`src/rtl/serial_adder.sv`:
```
// serial_adder: bit-serial, LSB-first unsigned adder.
// One full-adder cell plus a carry flop walks the operands one bit per clock.
// A start/busy/done handshake fronts it; sum/cout are registered and change
// only when an addition completes (or on reset).
module serial_adder #(
    parameter int WIDTH = 8
) (
    input  logic             clk,
    input  logic             rst,
    input  logic             start,
    input  logic [WIDTH-1:0] a,
    input  logic [WIDTH-1:0] b,
    output logic             busy,
    output logic             done,
    output logic [WIDTH-1:0] sum,
    output logic             cout
);

    // Counter only needs to reach WIDTH-1; keep at least one bit for WIDTH=1.
    localparam int             CW   = (WIDTH > 1) ? $clog2(WIDTH) : 1;
    localparam logic [CW-1:0]  LAST = CW'(WIDTH - 1);

    typedef enum logic {
        IDLE = 1'b0,
        RUN  = 1'b1
    } state_t;

    state_t           state_reg,  state_next;
    logic [WIDTH-1:0] a_sh_reg,   a_sh_next;
    logic [WIDTH-1:0] b_sh_reg,   b_sh_next;
    logic [WIDTH-1:0] res_sh_reg, res_sh_next;
    logic             carry_reg,  carry_next;
    logic [CW-1:0]    cnt_reg,    cnt_next;
    logic [WIDTH-1:0] sum_reg,    sum_next;
    logic             cout_reg,   cout_next;
    logic             done_reg,   done_next;

    // The single full-adder cell operating on the current LSBs.
    logic bit_s;
    logic bit_c;
    assign bit_s = a_sh_reg[0] ^ b_sh_reg[0] ^ carry_reg;
    assign bit_c = (a_sh_reg[0] & b_sh_reg[0]) | (carry_reg & (a_sh_reg[0] ^ b_sh_reg[0]));

    // State and datapath registers; reset discards any in-flight addition.
    always_ff @(posedge clk) begin
        if (rst) begin
            state_reg  <= IDLE;
            a_sh_reg   <= '0;
            b_sh_reg   <= '0;
            res_sh_reg <= '0;
            carry_reg  <= 1'b0;
            cnt_reg    <= '0;
            sum_reg    <= '0;
            cout_reg   <= 1'b0;
            done_reg   <= 1'b0;
        end else begin
            state_reg  <= state_next;
            a_sh_reg   <= a_sh_next;
            b_sh_reg   <= b_sh_next;
            res_sh_reg <= res_sh_next;
            carry_reg  <= carry_next;
            cnt_reg    <= cnt_next;
            sum_reg    <= sum_next;
            cout_reg   <= cout_next;
            done_reg   <= done_next;
        end
    end

    // Next-state and datapath: load on accept, shift one bit per RUN cycle,
    // publish the result on the last bit. done is a one-cycle pulse.
    always_comb begin
        state_next  = state_reg;
        a_sh_next   = a_sh_reg;
        b_sh_next   = b_sh_reg;
        res_sh_next = res_sh_reg;
        carry_next  = carry_reg;
        cnt_next    = cnt_reg;
        sum_next    = sum_reg;
        cout_next   = cout_reg;
        done_next   = 1'b0;

        case (state_reg)
            IDLE: begin
                if (start) begin
                    a_sh_next   = a;
                    b_sh_next   = b;
                    res_sh_next = '0;
                    carry_next  = 1'b0;
                    cnt_next    = '0;
                    state_next  = RUN;
                end
            end
            RUN: begin
                a_sh_next   = a_sh_reg >> 1;
                b_sh_next   = b_sh_reg >> 1;
                // Sum bits enter at the MSB so after WIDTH shifts bit 0 is in place.
                res_sh_next = res_sh_reg >> 1;
                res_sh_next[WIDTH-1] = bit_s;
                carry_next  = bit_c;
                cnt_next    = cnt_reg + CW'(1);
                if (cnt_reg == LAST) begin
                    sum_next   = res_sh_next;
                    cout_next  = bit_c;
                    done_next  = 1'b1;
                    state_next = IDLE;
                end
            end
            default: begin
                state_next = IDLE;
            end
        endcase
    end

    // busy is a decode of the state flop, so no input reaches an output
    // without passing through a register.
    assign busy = (state_reg == RUN);
    assign done = done_reg;
    assign sum  = sum_reg;
    assign cout = cout_reg;

endmodule

```
`config.mk`:
```
export PLATFORM = sky130hd
export DESIGN_NAME = serial_adder
export DESIGN_NICKNAME = d
export VERILOG_FILES = /design/src/rtl/serial_adder.sv
export SDC_FILE = /design/constraint.sdc
export NUM_CORES = 1
export LEC_CHECK = 0
export BUFFER_PORTS_ARGS = -buffer_cell sky130_fd_sc_hd__buf_2
export CORE_AREA = 2 2 58 60
export DETAILED_ROUTE_END_ITERATION = 10
export DIE_AREA = 0 0 60 62
export PLACE_DENSITY = 0.8
export SLEW_MARGIN = 15
export SYNTH_ARGS = -nofsm -noshare
export SYNTH_HDL_FRONTEND = slang
export SYNTH_SLANG_ARGS = --single-unit
```
`constraint.sdc`:
```
create_clock -name clk -period 2.3 [get_ports clk]
set_input_delay 0.46 -clock clk [delete_from_list [all_inputs] [get_ports clk]]
set_output_delay 0.46 -clock clk [all_outputs]
set_load 0.005 [all_outputs]
```
==> results of run 1 <==
## cell usage in the layout, fill, tap and decap left out, drive strengths merged
master  instances
nor2b          14
mux2i          16
a21oi          20
nand3           9
nor3            2
dfxtp          38
a21bo           9
clkbuf          7
nand2          11
inv             1
clkinv          1
or3b           11
fa              1
ha              2
nand2b          1
buf            31
nor2            2
a211oi         15
## kinds of logic (layout without fill, tap and decap cells)
group | Yosys count | after routing
and+or+nand+nor | 50 | 50
AOI/OAI and AO/OA | 44 | 44
DFF | 38 | 38
buffers and inverters | 17 | 40
muxes | 16 | 16
adders and majority gates | 3 | 3
## power breakdown
part	total (mW)	internal, mW	switching, mW	leakage [nW]
clock	0.361	0.148	0.213	0.0353
combinational	0.122	0.0574	0.0645	0.418
sequential	0.708	0.686	0.0222	0.310
## through the flow
step / hold WS (ns) / setup slack [ns] / cells / utilization, %
global placement: 0.452 / 0.802 / 229 / 56.5
finish: 0.415 / 0.499 / 237 / 58.4
floorplan: 0.438 / 1.05 / 168 / -
global route: 0.414 / 0.394 / 237 / 58.4
detailed placement: 0.458 / 0.681 / 229 / 56.5
CTS: 0.406 / 0.489 / 237 / 58.4
## worst max path at each step
| stage | cells after the start | to | slack (ns) | start |
|---|---|---|---|---|
| floorplan | 5 | sum[5] | 1.05 | cnt_reg[0] |
| global placement | 3 | cnt_reg[1] | 0.80 | start |
| detailed placement | 2 | b_sh_reg[0] | 0.68 | busy |
| CTS | 1 | busy | 0.49 | busy |
| global route | 1 | busy | 0.39 | busy |
| finish | 1 | busy | 0.50 | busy |
## per-layer routing
layer  up-vias  share of wire (%)  global-route usage (%)
met5         -                  0                       0
met4         0                2.0                    7.62
met3         7                3.4                    6.21
met2        23                 48                    27.5
met1       571                 46                    22.4
li1        640                  -                       -
## cell type report
class | count | area, sq um | area share [%]
inverter | 1 | 3.75 | 0.202
clock inverter | 1 | 5.00 | 0.270
timing repair buffer | 31 | 173 | 9.30
tap | 46 | 57.6 | 3.10
multi-input combinational | 113 | 802 | 43.2
sequential | 38 | 761 | 41.0
clock buffer | 7 | 55.1 | 2.96
==> impl_metrics.csv, run 1 <==
group,metric,value,unit
detailed_routing,wl,3050,microns
detailed_routing,wire_per_inst,12.9,microns
yosys,avgSynthCellArea,9.88,sq um
clock_network,cts_buffers,5,
placed_design,placed_cell_area,1800,sq um
clock_network,cts_tree,"built",
placed_design,port_buffers,29,
yosys,ys_seq_area_share,45.9,%
grt,grt_pass1_wl,4800,microns
critical_path,setup.worst_path.class,"reg -> out",
floorplan,die_area,3720,sq um
yosys,synthMuxAreaShare,9.65,%
yosys,synth_cells,168,
critical_path,critPathSlowestCell,"dfxtp_1",
clock_network,postCtsSetupRepairBufs,0,
timing,hold_viol,0,
yosys,synth-simple-area-share,17.7,%
critical_path,start_kind,"register",
finish,nFillCells,278,
yosys,synth_top_family_by_area,"compound AO/OA/AOI/OAI gates",
yosys,synth_compound_area_share,18.3,%
floorplan,initial_core_util,52.2,%
finish,drive_above_1_share,25.1,%
yosys,synth_fa_ha_area_share,2.71,%
critical_path,r2r_end,"b_sh_reg[0]",
critical_path,crit_required,1.84,ns
critical_path,reg2reg_depth,2,
outcome,status,"finished clean",
pwr,p_leak,0.764,nW
timing,slew_headroom,54.8,%
floorplan,fp-row-count,21,
pwr,p_per_area,642,nW/um^2
placed_design,dp_hpwl,2010,microns
finish,nets,212,
grt,grt_overflow_total,0,
yosys,async_flop_share,0,%
clock_network,cts_htree_levels,2,
yosys,yosysTopAreaCell,"dfxtp_1",
hold_path,hold_depth,3,
clock_network,clock_latency,0.35,ns
hold_path,hp-start,"a[7]",
detailed_routing,via_per_inst,5.24,
pwr,power.total,1.19,mW
clock_network,clock_sinks,38,
detailed_routing,dr.pass1.iters,6,
pwr,peakVddDrop,0.339,mV
timing,setup-violations-final,0,
job,cap_violations,0,
detailed_routing,postRouteAntennaNets,0,
yosys,synth_enable_flop_cells,0,
timing,fin_worst_skew,0.0142,ns
finish,design_area,1860,sq um
yosys,synth.cell_area,1660,sq um
grt,grt_use_total,17.7,%
floorplan,die_x,60,microns
yosys,synth_xor_area_share,0,%
yosys,ys_ff_latch,38,
clock_network,cts_buffer_depth,2,
clock_network,cts_root_buffer,"clkbuf_4",
floorplan,die_h,62,microns
critical_path,path_max_fanout,22,
floorplan,ioPinCount,30,
detailed_routing,vias,1241,
timing,setup-tns-final,0,ns
grt,grt_max_degree,39,
placed_design,routabilityCongestion,0.727,
yosys,synth_warnings,0,
timing,drv_slew,0,
timing,clock.fmax,0.555,GHz
yosys,synthDistinctLibCells,21,
clock_network,holdBufCountCts,0,
yosys,synth.top_cells.by_count,"dfxtp_1, a21oi_1, mux2i_1",
critical_path,cp_top_family,"flip-flops",
timing,fin_crit,1.80,ns
yosys,syn_nets,190,
yosys,synth_ff_type,"dfxtp_1",
critical_path,critPathArrivalTime,1.34,ns
critical_path,crit_path_cell_trace,"buf_2",
yosys,yosysMostFrequentCell,"dfxtp_1",
hold_path,hold_path_class,"in -> reg",
detailed_routing,drtIter0Drc,75,
hold_path,min_to,"a_sh_reg[7]",
critical_path,crit_path_end_kind,"output pin",
finish,area_growth_syn_to_layout,11.9,%
critical_path,slowest_delay,0.77,ns
floorplan,core,3180,sq um
grt,grt_pass1_vias,1070,
yosys,synth.area.top_cells,"dfxtp_1, mux2i_1, a211oi_1, a21oi_1, a21bo_2",
timing,worstMarginPinSlew,0.678,ns
timing,rsz0062_at_grt,"no",
detailed_routing,drc,0,
clock_network,cts-resized-gates,0,
clock_network,clk_pin_slew,0.11,ns
critical_path,timing.rr.start,"busy",
critical_path,rrSetupSlack,0.65,ns
critical_path,critical_path_buf_inv_count,1,
grt,grt_antenna_before_repair,0,
timing,finalCritPeriodShare,78.3,%
yosys,yosysTopAreaCellShare,45.9,%
finish,diodes,0,
Power figures use the tool's default switching activity.
==> run 2: changes to the inputs <==
--- a/config.mk
+++ b/config.mk
@@ -6,10 +6,10 @@
 export NUM_CORES = 1
 export LEC_CHECK = 0
 export BUFFER_PORTS_ARGS = -buffer_cell sky130_fd_sc_hd__buf_2
-export CORE_AREA = 2 2 58 60
+export CORE_AREA = 2 2 62 64
 export DETAILED_ROUTE_END_ITERATION = 10
-export DIE_AREA = 0 0 60 62
-export PLACE_DENSITY = 0.8
+export DIE_AREA = 0 0 64 66
+export PLACE_DENSITY = 0.75
 export SLEW_MARGIN = 15
 export SYNTH_ARGS = -nofsm -noshare
 export SYNTH_HDL_FRONTEND = slang
==> constraint.sdc (replaced) <==
create_clock -name clk -period 1.6 [get_ports clk]
set_input_delay 0.32 -clock clk [delete_from_list [all_inputs] [get_ports clk]]
set_output_delay 0.32 -clock clk [all_outputs]
set_load 0.005 [all_outputs]
==> run 2 against run 1 <==
  * Global-route usage is 2.2 points lower
  * Utilization is 5.4 points lower
  * Critical path depth is 1 higher
  * Clock power is 44% higher
  * Clock skew is 0.0034 ns lower
  * Via count is 0.40% lower
  * Count of clock-buffer cells in the layout stayed put
  * Sequential share of layout area is 0.54 points lower
  * First-iteration DRC count is 51% lower
  * Sequential power is 43% higher
  * Register-to-register slack worse by 0.36 ns
  * Combinational power is 52% higher
  * Critical path type unchanged
==> impl_metrics.csv, run 2 (synthesis results as in run 1) <==
group,metric,value,unit
outcome,status,"finished clean",
detailed_routing,drtIter0Drc,37,
placed_design,dp.cells,232,
clock_network,cts_buffer_depth,2,
floorplan,die_area,4220,sq um
clock_network,cts_tree,"built",
timing,slew_headroom,55.3,%
timing,rsz0062_at_grt,"no",
timing,clock.fmax,0.733,GHz
floorplan,die_h,66,microns
hold_path,hold_depth,3,
floorplan,fp-row-count,22,
grt,grt_overflow_total,0,
clock_network,cts_buffers,5,
timing,worst_hold_slack,0.256,ns
clock_network,clock_sinks,38,
detailed_routing,via_per_inst,5.15,
critical_path,critPathArrivalTime,1.04,ns
grt,grt_use_total,15.5,%
grt,grt_antenna_before_repair,0,
finish,diodes,0,
pwr,power.total,1.71,mW
critical_path,crit_required,1.28,ns
pwr,p_per_area,911,nW/um^2
placed_design,port_buffers,29,
placed_design,routabilityCongestion,0.700,
job,cap_violations,0,
finish,area_growth_syn_to_layout,13.4,%
timing,finalCritPeriodShare,85.3,%
clock_network,clock_latency,0.35,ns
detailed_routing,vias,1236,
critical_path,start_kind,"register",
critical_path,path_max_fanout,11,
clock_network,cts_htree_levels,2,
timing,setup-violations-final,0,
detailed_routing,wl,3020,microns
floorplan,core,3550,sq um
finish,final_common_cell,"dfxtp_1",
timing,fin_worst_skew,0.0109,ns
placed_design,dp_hpwl,1920,microns
finish,drive_above_1_share,26.0,%
timing,setup-tns-final,0,ns
floorplan,ioPinCount,30,
detailed_routing,wire_per_inst,12.6,microns
timing,drv_slew,0,
timing,worstMarginPinSlew,0.670,ns
finish,nets,213,
finish,layout.cells.non_filler,240,
pwr,peakVddDrop,0.446,mV
hold_path,hold_path_class,"in -> reg",
critical_path,setup.worst_path.class,"reg -> out",
timing,hold_viol,0,
timing,fin_crit,1.36,ns
grt,grt_max_degree,51,
clock_network,cts_root_buffer,"clkbuf_4",
clock_network,cts-resized-gates,0,
floorplan,die_x,64,microns
floorplan,initial_core_util,46.7,%
critical_path,crit_path_end_kind,"output pin",
clock_network,holdBufCountCts,0,
finish,most-common-layout-cells,"dfxtp_1, buf_2, a21oi_1",
grt,grt_pass1_wl,5110,microns
critical_path,reg2reg_depth,4,
pwr,p_leak,0.770,nW
clock_network,clk_pin_slew,0.11,ns
detailed_routing,drc,0,
detailed_routing,postRouteAntennaNets,0,
detailed_routing,dr.pass1.iters,4,
grt,grt_pass1_vias,1171,
clock_network,postCtsSetupRepairBufs,0,
run 2: cell types whose count changed in the layout (fill, tap and decap cells not counted), sizes merged:
| cell | before | now |
|---|---|---|
| buf | 31 | 32 |
run 2: layout make-up:
type | count | area (sq um)
Tap cell | 48 | 60.1
Clock inverter | 1 | 5.00
Timing Repair Buffer | 32 | 193
Clock buffer | 7 | 55.1
Inverter | 1 | 3.75
Multi-Input combinational cell | 113 | 805
Fill cell | 334 | 1670
Sequential cell | 38 | 761
run 2: through the flow:
stage	setup WS (ns)	cell area [sq um]	utilization (%)
6_report	0.235	1880	53.0
2_1_floorplan	0.352	1660	-
5_1_grt	0.181	1880	53.0
3_3_place_gp	0.142	1820	51.2
3_5_place_dp	0.0991	1820	51.2
4_1_cts	0.0571	1880	52.9
run 2: worst max-delay path, cell delays in order, from the launching register on:
cell and delay, ns:
dfxtp_1 0.39, buf_4 0.18, buf_2 0.12
run 2: worst paths after layout:
kind                                    start       endpoint  slack (ns)
worst min-delay path                     b[7]    b_sh_reg[7]        0.26
worst max register to register     cnt_reg[0]         sum[7]        0.29
worst min register to register  res_sh_reg[7]  res_sh_reg[6]        0.47
worst max-delay path                     busy           busy        0.24
run 2: routing by layer:
| layer | share of wire [%] | GRT usage (%) | up-vias |
|---|---|---|---|
| met5 | 0 | 0 | - |
| met4 | 1.6 | 8.42 | 0 |
| met3 | 2.8 | 3.24 | 4 |
| met2 | 47 | 25.7 | 22 |
| met1 | 49 | 18.9 | 569 |
| li1 | - | - | 641 |
run 2: power by group:
| part | internal (mW) | total (mW) | switching (mW) |
|---|---|---|---|
| clock | 0.213 | 0.520 | 0.306 |
| combinational | 0.0872 | 0.186 | 0.0985 |
| sequential | 0.986 | 1.01 | 0.0232 |
| total | 1.29 | 1.71 | 0.428 |
